## src/rtl/button_event_arbiter.sv

```systemverilog
// Debounced multi-button short/long press detector with a round-robin event output.
// Define BUTTON_REPEAT_EN to emit repeated long events while a long press is held.
module button_event_arbiter #(
    parameter int N_BTN        = 4,
    parameter int CLK_HZ       = 50_000_000,
    parameter int TICK_HZ      = 4,
    parameter int DEB_CYC      = 1_000_000,
    parameter int LONG_TICKS   = 12,
    parameter int REPEAT_TICKS = 2
) (
    input  logic                       clk_in,
    input  logic                       rst,
    input  logic [N_BTN-1:0]           button,
    output logic                       evt_valid,
    input  logic                       evt_ready,
    output logic [$clog2(N_BTN)-1:0]   evt_id,
    output logic                       evt_long,
    output logic                       ovf
);
    localparam int ID_W  = $clog2(N_BTN);
    localparam int CNT_W = $clog2(LONG_TICKS + 1);
    localparam int DIV   = CLK_HZ / TICK_HZ;
    localparam int DIV_W = (DIV > 1) ? $clog2(DIV) : 1;
    localparam int DEB_W = (DEB_CYC > 1) ? $clog2(DEB_CYC) : 1;

    localparam logic [1:0] S_WAIT_REL  = 2'd0;
    localparam logic [1:0] S_IDLE      = 2'd1;
    localparam logic [1:0] S_HELD      = 2'd2;
    localparam logic [1:0] S_LONG_DONE = 2'd3;

    logic [N_BTN-1:0]   sync_p0, sync_p1, deb;
    logic [DEB_W-1:0]   deb_cnt [N_BTN];
    logic [DIV_W-1:0]   div_cnt;
    logic               tick;
    logic [1:0]         state [N_BTN];
    logic [CNT_W-1:0]   tick_cnt [N_BTN];
`ifdef BUTTON_REPEAT_EN
    localparam int REP_W = (REPEAT_TICKS > 1) ? $clog2(REPEAT_TICKS) : 1;
    logic [REP_W-1:0]   rep_cnt [N_BTN];
`endif
    logic [N_BTN-1:0]   post, post_long, slot_vld, slot_long, acc, busy, avail;
    logic [2*N_BTN-1:0] dbl;
    logic [ID_W-1:0]    ptr, gnt_off, gnt_id, ptr_nxt;
    logic [ID_W:0]      gnt_sum, nxt_sum;
    logic               gnt_any, load;

    // Debounced level resets high so a button held through reset must be seen released first.
    always_ff @(posedge clk_in) begin
        if (rst) begin
            sync_p0 <= '0;
            sync_p1 <= '0;
            deb     <= '1;
            for (int i = 0; i < N_BTN; i++) deb_cnt[i] <= '0;
        end else begin
            sync_p0 <= button;
            sync_p1 <= sync_p0;
            for (int i = 0; i < N_BTN; i++) begin
                if (sync_p1[i] == deb[i]) begin
                    deb_cnt[i] <= '0;
                end else if (deb_cnt[i] == DEB_W'(DEB_CYC - 1)) begin
                    deb[i]     <= sync_p1[i];
                    deb_cnt[i] <= '0;
                end else begin
                    deb_cnt[i] <= deb_cnt[i] + 1'b1;
                end
            end
        end
    end

    assign tick = (div_cnt == DIV_W'(DIV - 1));

    always_ff @(posedge clk_in) begin
        if (rst || tick) div_cnt <= '0;
        else             div_cnt <= div_cnt + 1'b1;
    end

    always_comb begin
        post      = '0;
        post_long = '0;
        for (int i = 0; i < N_BTN; i++) begin
            case (state[i])
                S_HELD: begin
                    if (!deb[i]) begin
                        post[i] = 1'b1;
                    end else if (tick && tick_cnt[i] == CNT_W'(LONG_TICKS - 1)) begin
                        post[i]      = 1'b1;
                        post_long[i] = 1'b1;
                    end
                end
`ifdef BUTTON_REPEAT_EN
                S_LONG_DONE: begin
                    if (deb[i] && tick && rep_cnt[i] == REP_W'(REPEAT_TICKS - 1)) begin
                        post[i]      = 1'b1;
                        post_long[i] = 1'b1;
                    end
                end
`endif
                default: ;
            endcase
        end
    end

    always_ff @(posedge clk_in) begin
        for (int i = 0; i < N_BTN; i++) begin
            if (rst) begin
                state[i]    <= S_WAIT_REL;
                tick_cnt[i] <= '0;
`ifdef BUTTON_REPEAT_EN
                rep_cnt[i]  <= '0;
`endif
            end else begin
                case (state[i])
                    S_WAIT_REL: if (!deb[i]) state[i] <= S_IDLE;
                    S_IDLE: begin
                        if (deb[i]) begin
                            state[i]    <= S_HELD;
                            tick_cnt[i] <= '0;
                        end
                    end
                    S_HELD: begin
                        if (!deb[i]) begin
                            state[i] <= S_IDLE;
                        end else if (tick) begin
                            if (post_long[i]) begin
                                state[i]    <= S_LONG_DONE;
                                tick_cnt[i] <= CNT_W'(LONG_TICKS);
`ifdef BUTTON_REPEAT_EN
                                rep_cnt[i]  <= '0;
`endif
                            end else begin
                                tick_cnt[i] <= tick_cnt[i] + 1'b1;
                            end
                        end
                    end
                    default: begin
                        if (!deb[i]) begin
                            state[i] <= S_IDLE;
                        end
`ifdef BUTTON_REPEAT_EN
                        else if (tick) begin
                            rep_cnt[i] <= post[i] ? '0 : rep_cnt[i] + 1'b1;
                        end
`endif
                    end
                endcase
            end
        end
    end

    // The slot shown on the output stays occupied until consumed, so it is masked from the arbiter.
    always_comb begin
        busy = '0;
        if (evt_valid) busy[evt_id] = 1'b1;
    end

    assign avail = slot_vld & ~busy;
    assign dbl   = {avail, avail} >> ptr;
    assign load  = !evt_valid || evt_ready;

    always_comb begin
        gnt_any = 1'b0;
        gnt_off = '0;
        for (int k = N_BTN - 1; k >= 0; k--) begin
            if (dbl[k]) begin
                gnt_any = 1'b1;
                gnt_off = ID_W'(k);
            end
        end
        gnt_sum = {1'b0, ptr} + {1'b0, gnt_off};
        gnt_id  = (gnt_sum >= (ID_W+1)'(N_BTN)) ? ID_W'(gnt_sum - (ID_W+1)'(N_BTN))
                                                 : gnt_sum[ID_W-1:0];
        nxt_sum = {1'b0, gnt_id} + 1'b1;
        ptr_nxt = (nxt_sum == (ID_W+1)'(N_BTN)) ? '0 : nxt_sum[ID_W-1:0];
        for (int i = 0; i < N_BTN; i++) begin
            acc[i] = evt_valid && evt_ready && (evt_id == ID_W'(i));
        end
    end

    always_ff @(posedge clk_in) begin
        if (rst) begin
            slot_vld  <= '0;
            ovf       <= 1'b0;
            ptr       <= '0;
            evt_valid <= 1'b0;
            evt_id    <= '0;
            evt_long  <= 1'b0;
        end else begin
            for (int i = 0; i < N_BTN; i++) begin
                if (post[i]) begin
                    slot_vld[i]  <= 1'b1;
                    slot_long[i] <= post_long[i];
                    if (slot_vld[i] && !acc[i]) ovf <= 1'b1;
                end else if (acc[i]) begin
                    slot_vld[i] <= 1'b0;
                end
            end
            if (load) begin
                evt_valid <= gnt_any;
                if (gnt_any) begin
                    evt_id   <= gnt_id;
                    evt_long <= slot_long[gnt_id];
                    ptr      <= ptr_nxt;
                end
            end
        end
    end
endmodule

```

## config.mk

```make
export PLATFORM = sky130hd
export DESIGN_NAME = button_event_arbiter
export DESIGN_NICKNAME = d
export VERILOG_FILES = /design/src/rtl/button_event_arbiter.sv
export SDC_FILE = /design/constraint.sdc
export NUM_CORES = 1
export LEC_CHECK = 0
export CAP_MARGIN = 20
export CORE_ASPECT_RATIO = 0.5
export CORE_MARGIN = 2
export CORE_UTILIZATION = 46
export DETAILED_ROUTE_END_ITERATION = 16
export GPL_TIMING_DRIVEN = 0
export REMOVE_ABC_BUFFERS = 1
export SYNTH_ARGS = -nofsm -noshare
export SYNTH_HDL_FRONTEND = slang
export SYNTH_SLANG_ARGS = --single-unit
```

## constraint.sdc

```tcl
create_clock -name clk_in -period 4.85 [get_ports clk_in]
set_input_delay 0.97 -clock clk_in [delete_from_list [all_inputs] [get_ports clk_in]]
set_output_delay 0.97 -clock clk_in [all_outputs]
set_load 0.02 [all_outputs]
```

==> impl_summary.log <==
INFO  metric grt_pass1_wl = 24,000 µm
INFO  metric post_synth_edffs = 108
INFO  metric insertion_delay = 410 ps
INFO  metric cp.arrival = 3700 ps
INFO  metric async_set_or_reset_flop_fraction_in_the_synthesized_netlist = 0%
INFO  metric synth.cells.most_frequent = sky130_fd_sc_hd__nor2_1 (157), sky130_fd_sc_hd__edfxtp_1 (108), sky130_fd_sc_hd__nand2_1 (62), sky130_fd_sc_hd__nand3_1 (59), sky130_fd_sc_hd__xor2_1 (57)
INFO  metric synth_to_final_area_change = 15.9%
INFO  metric die-area = 0.0183 mm²
INFO  metric dr.first_iter.drc_count = 255
INFO  metric final_number_of_hold_violating_endpoints = 0
INFO  metric overall_track_demand_over_capacity_in_global_routing = 16.4%
INFO  metric cts_tree = yes
INFO  metric setup.worst_path.end_class = flop
INFO  metric floorplan.core_area = 0.0166 mm²
INFO  metric floorplan.die.width = 189 µm
INFO  metric power.density = 342 mW/mm²
INFO  metric setup.worst_path.class = in2reg
INFO  metric fmaxAchievable = 0.291 GHz
INFO  metric status = complete, no violations
INFO  metric hold_path_startpoint = sync_p0[1]
INFO  metric post_synth_inst_count = 786
INFO  metric number_of_setup_violations_in_the_final_report = 0
INFO  metric cpLargestDelayFamily = buffers and inverters
INFO  metric fin_crit_sh = 71.0%
INFO  metric critical_path.slowest_cell = sky130_fd_sc_hd__clkdlybuf4s50_1
INFO  metric cts_root_buf = sky130_fd_sc_hd__clkbuf_16
INFO  metric number_of_distinct_library_cell_variants_in_the_gate_level_netlist_after_synthesis = 54
INFO  metric tritoncts_buffer_count = 17
INFO  metric fin_skew = 10.1 ps
INFO  metric fin_worst_hold_slack = 434 ps
INFO  metric ir_drop = 238 µV
INFO  metric worst_slew_pin_slew = 831 ps
INFO  metric synth.most_common_cell = sky130_fd_sc_hd__nor2_1
INFO  metric cp-start-kind = primary input
INFO  metric synth_flop_cell = sky130_fd_sc_hd__edfxtp_1
INFO  metric nNetsFinal = 889
INFO  metric clkSlewWorstSetupHoldPaths = 60 ps
INFO  metric antenna_found_initial = 0
INFO  metric number_of_global_route_vias_before_repair = 5,162
INFO  metric vias_per_cell = 4.95
INFO  metric max-cap-violations = 0
INFO  metric grt_max_degree = 24
INFO  metric ctsHtreeMaxLevel = 4
INFO  metric half_perimeter_wire_length_of_the_detailed_placement_result = 9630 µm
INFO  metric p_leak = 3.27 nW
INFO  metric via_count = 5,495
INFO  metric critical_path_cell_sequence = clkdlybuf4s50_1 > buf_16 > clkinv_1 > nand2_1 > nor2_1
INFO  metric place_worst_setup_slack = 936 ps
INFO  metric worstPathBufferInverterCount = 3
INFO  metric floorplan.initialDensity = 47.6%
INFO  metric cp-startpoint = rst
INFO  metric crit_path_max_incr_delay = 1010 ps
INFO  metric seq_area_frac_synth = 53.1%
INFO  metric top_cell_type_s_share_of_synthesized_area = 41.1%
INFO  metric max_transition_viols_final = 0
INFO  metric layout-drive-gt1-share = 4.52%
INFO  metric number_of_ports_placed_on_the_die_boundary = 12
INFO  metric fin_ws = 1410 ps
INFO  metric detail_route.drc_violations = 0
INFO  metric critical_path_required = 5110 ps
INFO  metric timing.final.crit_period = 3440 ps
INFO  metric drtPass1Iterations = 4
INFO  metric drt-total-wl = 13,700 µm
INFO  metric setup_repair_after_global_routing_missed_its_margin = no
INFO  metric cts.path.max_buffers = 2
INFO  metric final_design_instance_area_without_fill = 0.00914 mm²
INFO  metric grt.overflow.total = 0
INFO  metric synth.yosys.warnings = 0
INFO  metric mappedNetlistArea = 0.00788 mm²
INFO  metric place_congestion = 0.768
INFO  metric final_ant_viol_nets = 0
INFO  metric cts_sinks = 155
INFO  metric ys_ff_latch = 155
INFO  metric rr_startpoint = ptr[0]
INFO  metric number_of_setup_buffers_added_after_cts = 0
INFO  metric crit_fanout = 23
INFO  metric yosys_top_cell_by_area = sky130_fd_sc_hd__edfxtp_1
INFO  metric avgSynthCellArea = 10.0 µm²
INFO  metric timing.slew.headroom = 44.4%
INFO  metric routedWlPerCell = 12.4 µm
INFO  metric post_cts_hold_buffer_count = 0
INFO  metric detailed_place.area = 0.00851 mm²
INFO  metric die_height = 96.6 µm
INFO  metric num_rows = 33
INFO  metric leading_cell_types_by_total_area_after_synthesis = sky130_fd_sc_hd__edfxtp_1 (41%), sky130_fd_sc_hd__dfxtp_1 (12%), sky130_fd_sc_hd__nor2_1 (7.5%), sky130_fd_sc_hd__xor2_1 (6.3%), sky130_fd_sc_hd__xnor2_1 (5.6%)
INFO  metric hp-class = reg2reg
INFO  metric io_buf_count = 11
INFO  metric cts_resized = 0
INFO  metric finalSetupTns = 0 ps
INFO  metric diodes = 0
## cell usage in the layout, fill, tap and decap left out, types with 6 or more instances in the layout
| master | count |
|---|---|
| sky130_fd_sc_hd__conb_1 | 80 |
| sky130_fd_sc_hd__nor2_1 | 157 |
| sky130_fd_sc_hd__and2_1 | 6 |
| sky130_fd_sc_hd__nor3_1 | 19 |
| sky130_fd_sc_hd__nand3_1 | 59 |
| sky130_fd_sc_hd__inv_1 | 16 |
| sky130_fd_sc_hd__clkbuf_16 | 17 |
| sky130_fd_sc_hd__edfxtp_1 | 108 |
| sky130_fd_sc_hd__xnor2_1 | 50 |
| sky130_fd_sc_hd__nand2b_1 | 10 |
| sky130_fd_sc_hd__clkdlybuf4s50_1 | 11 |
| sky130_fd_sc_hd__or3_1 | 9 |
| sky130_fd_sc_hd__a211oi_1 | 6 |
| sky130_fd_sc_hd__and3_1 | 13 |
| sky130_fd_sc_hd__nor2b_1 | 14 |
| sky130_fd_sc_hd__a21oi_1 | 14 |
| sky130_fd_sc_hd__o21ai_0 | 11 |
| sky130_fd_sc_hd__mux2i_1 | 6 |
| sky130_fd_sc_hd__dfxtp_1 | 47 |
| sky130_fd_sc_hd__xor2_1 | 57 |
| sky130_fd_sc_hd__nand4_1 | 20 |
| sky130_fd_sc_hd__ha_1 | 10 |
| sky130_fd_sc_hd__nor4_1 | 8 |
| sky130_fd_sc_hd__nand2_1 | 62 |
## sequential cells by signal, indices dropped and copies added (netlist names)
register   cells
sync_p0        4
ptr            2
evt_long       1
slot_long      4
div_cnt       24
ovf            1
sync_p1        4
tick_cnt      16
evt_id         2
deb_cnt       80
evt_valid      1
state          8
deb            4
slot_vld       4
## metrics by stage
step | util [%] | std cells | power, mW
finish | 55.2 | 1111 | 3.12
floorplan | - | 841 | 1.66
global placement | 51.2 | 1079 | 1.70
CTS | 55.2 | 1111 | 3.15
detailed placement | 51.4 | 1080 | 1.71
global route | 55.2 | 1111 | 3.24
## cell families after synthesis
family,Yosys count,share of synthesized area [%]
compound gates,57,5.06
simple gates,405,25.0
buf+inv,41,2.02
mux,10,1.33
flops,155,53.1
xor+xnor,107,11.9
other cells,1,0.0476
fa+ha+maj,10,1.59
## power by group
part	total (mW)	switching, mW	internal, mW	leakage [nW]
Sequential	1.54	0.0548	1.48	1.49
Clock	1.44	0.526	0.914	0.308
Combinational	0.143	0.0835	0.0600	1.47
## layout make-up
type / count / area (µm²)
fillers: 1475 / 7420
flip-flops and latches: 155 / 4180
multi-input cells: 669 / 3840
clock buffers: 20 / 437
well taps: 227 / 284
clock inverters: 11 / 195
repair buffers: 12 / 138
inverters: 17 / 63.8
## path summary, 6_finish.rpt
| kind | to | slack [ps] | cells after the start |
|---|---|---|---|
| max | div_cnt[15] | 1410 | 5 |
| min | sync_p1[1] | 430 | 1 |
| max reg2reg | evt_long | 2150 | 10 |
| min reg2reg | sync_p1[1] | 430 | 1 |
## routing by layer
metal | global-route usage, % | up-vias | part of all wire [%]
met4 | 5.60 | 0 | 0.90
met1 | 22.2 | 2570 | 52
met2 | 26.3 | 50 | 45
met5 | 0 | - | 0
li1 | - | 2863 | -
met3 | 3.65 | 12 | 2.4
No activity file was read; power rests on OpenSTA's default activity.
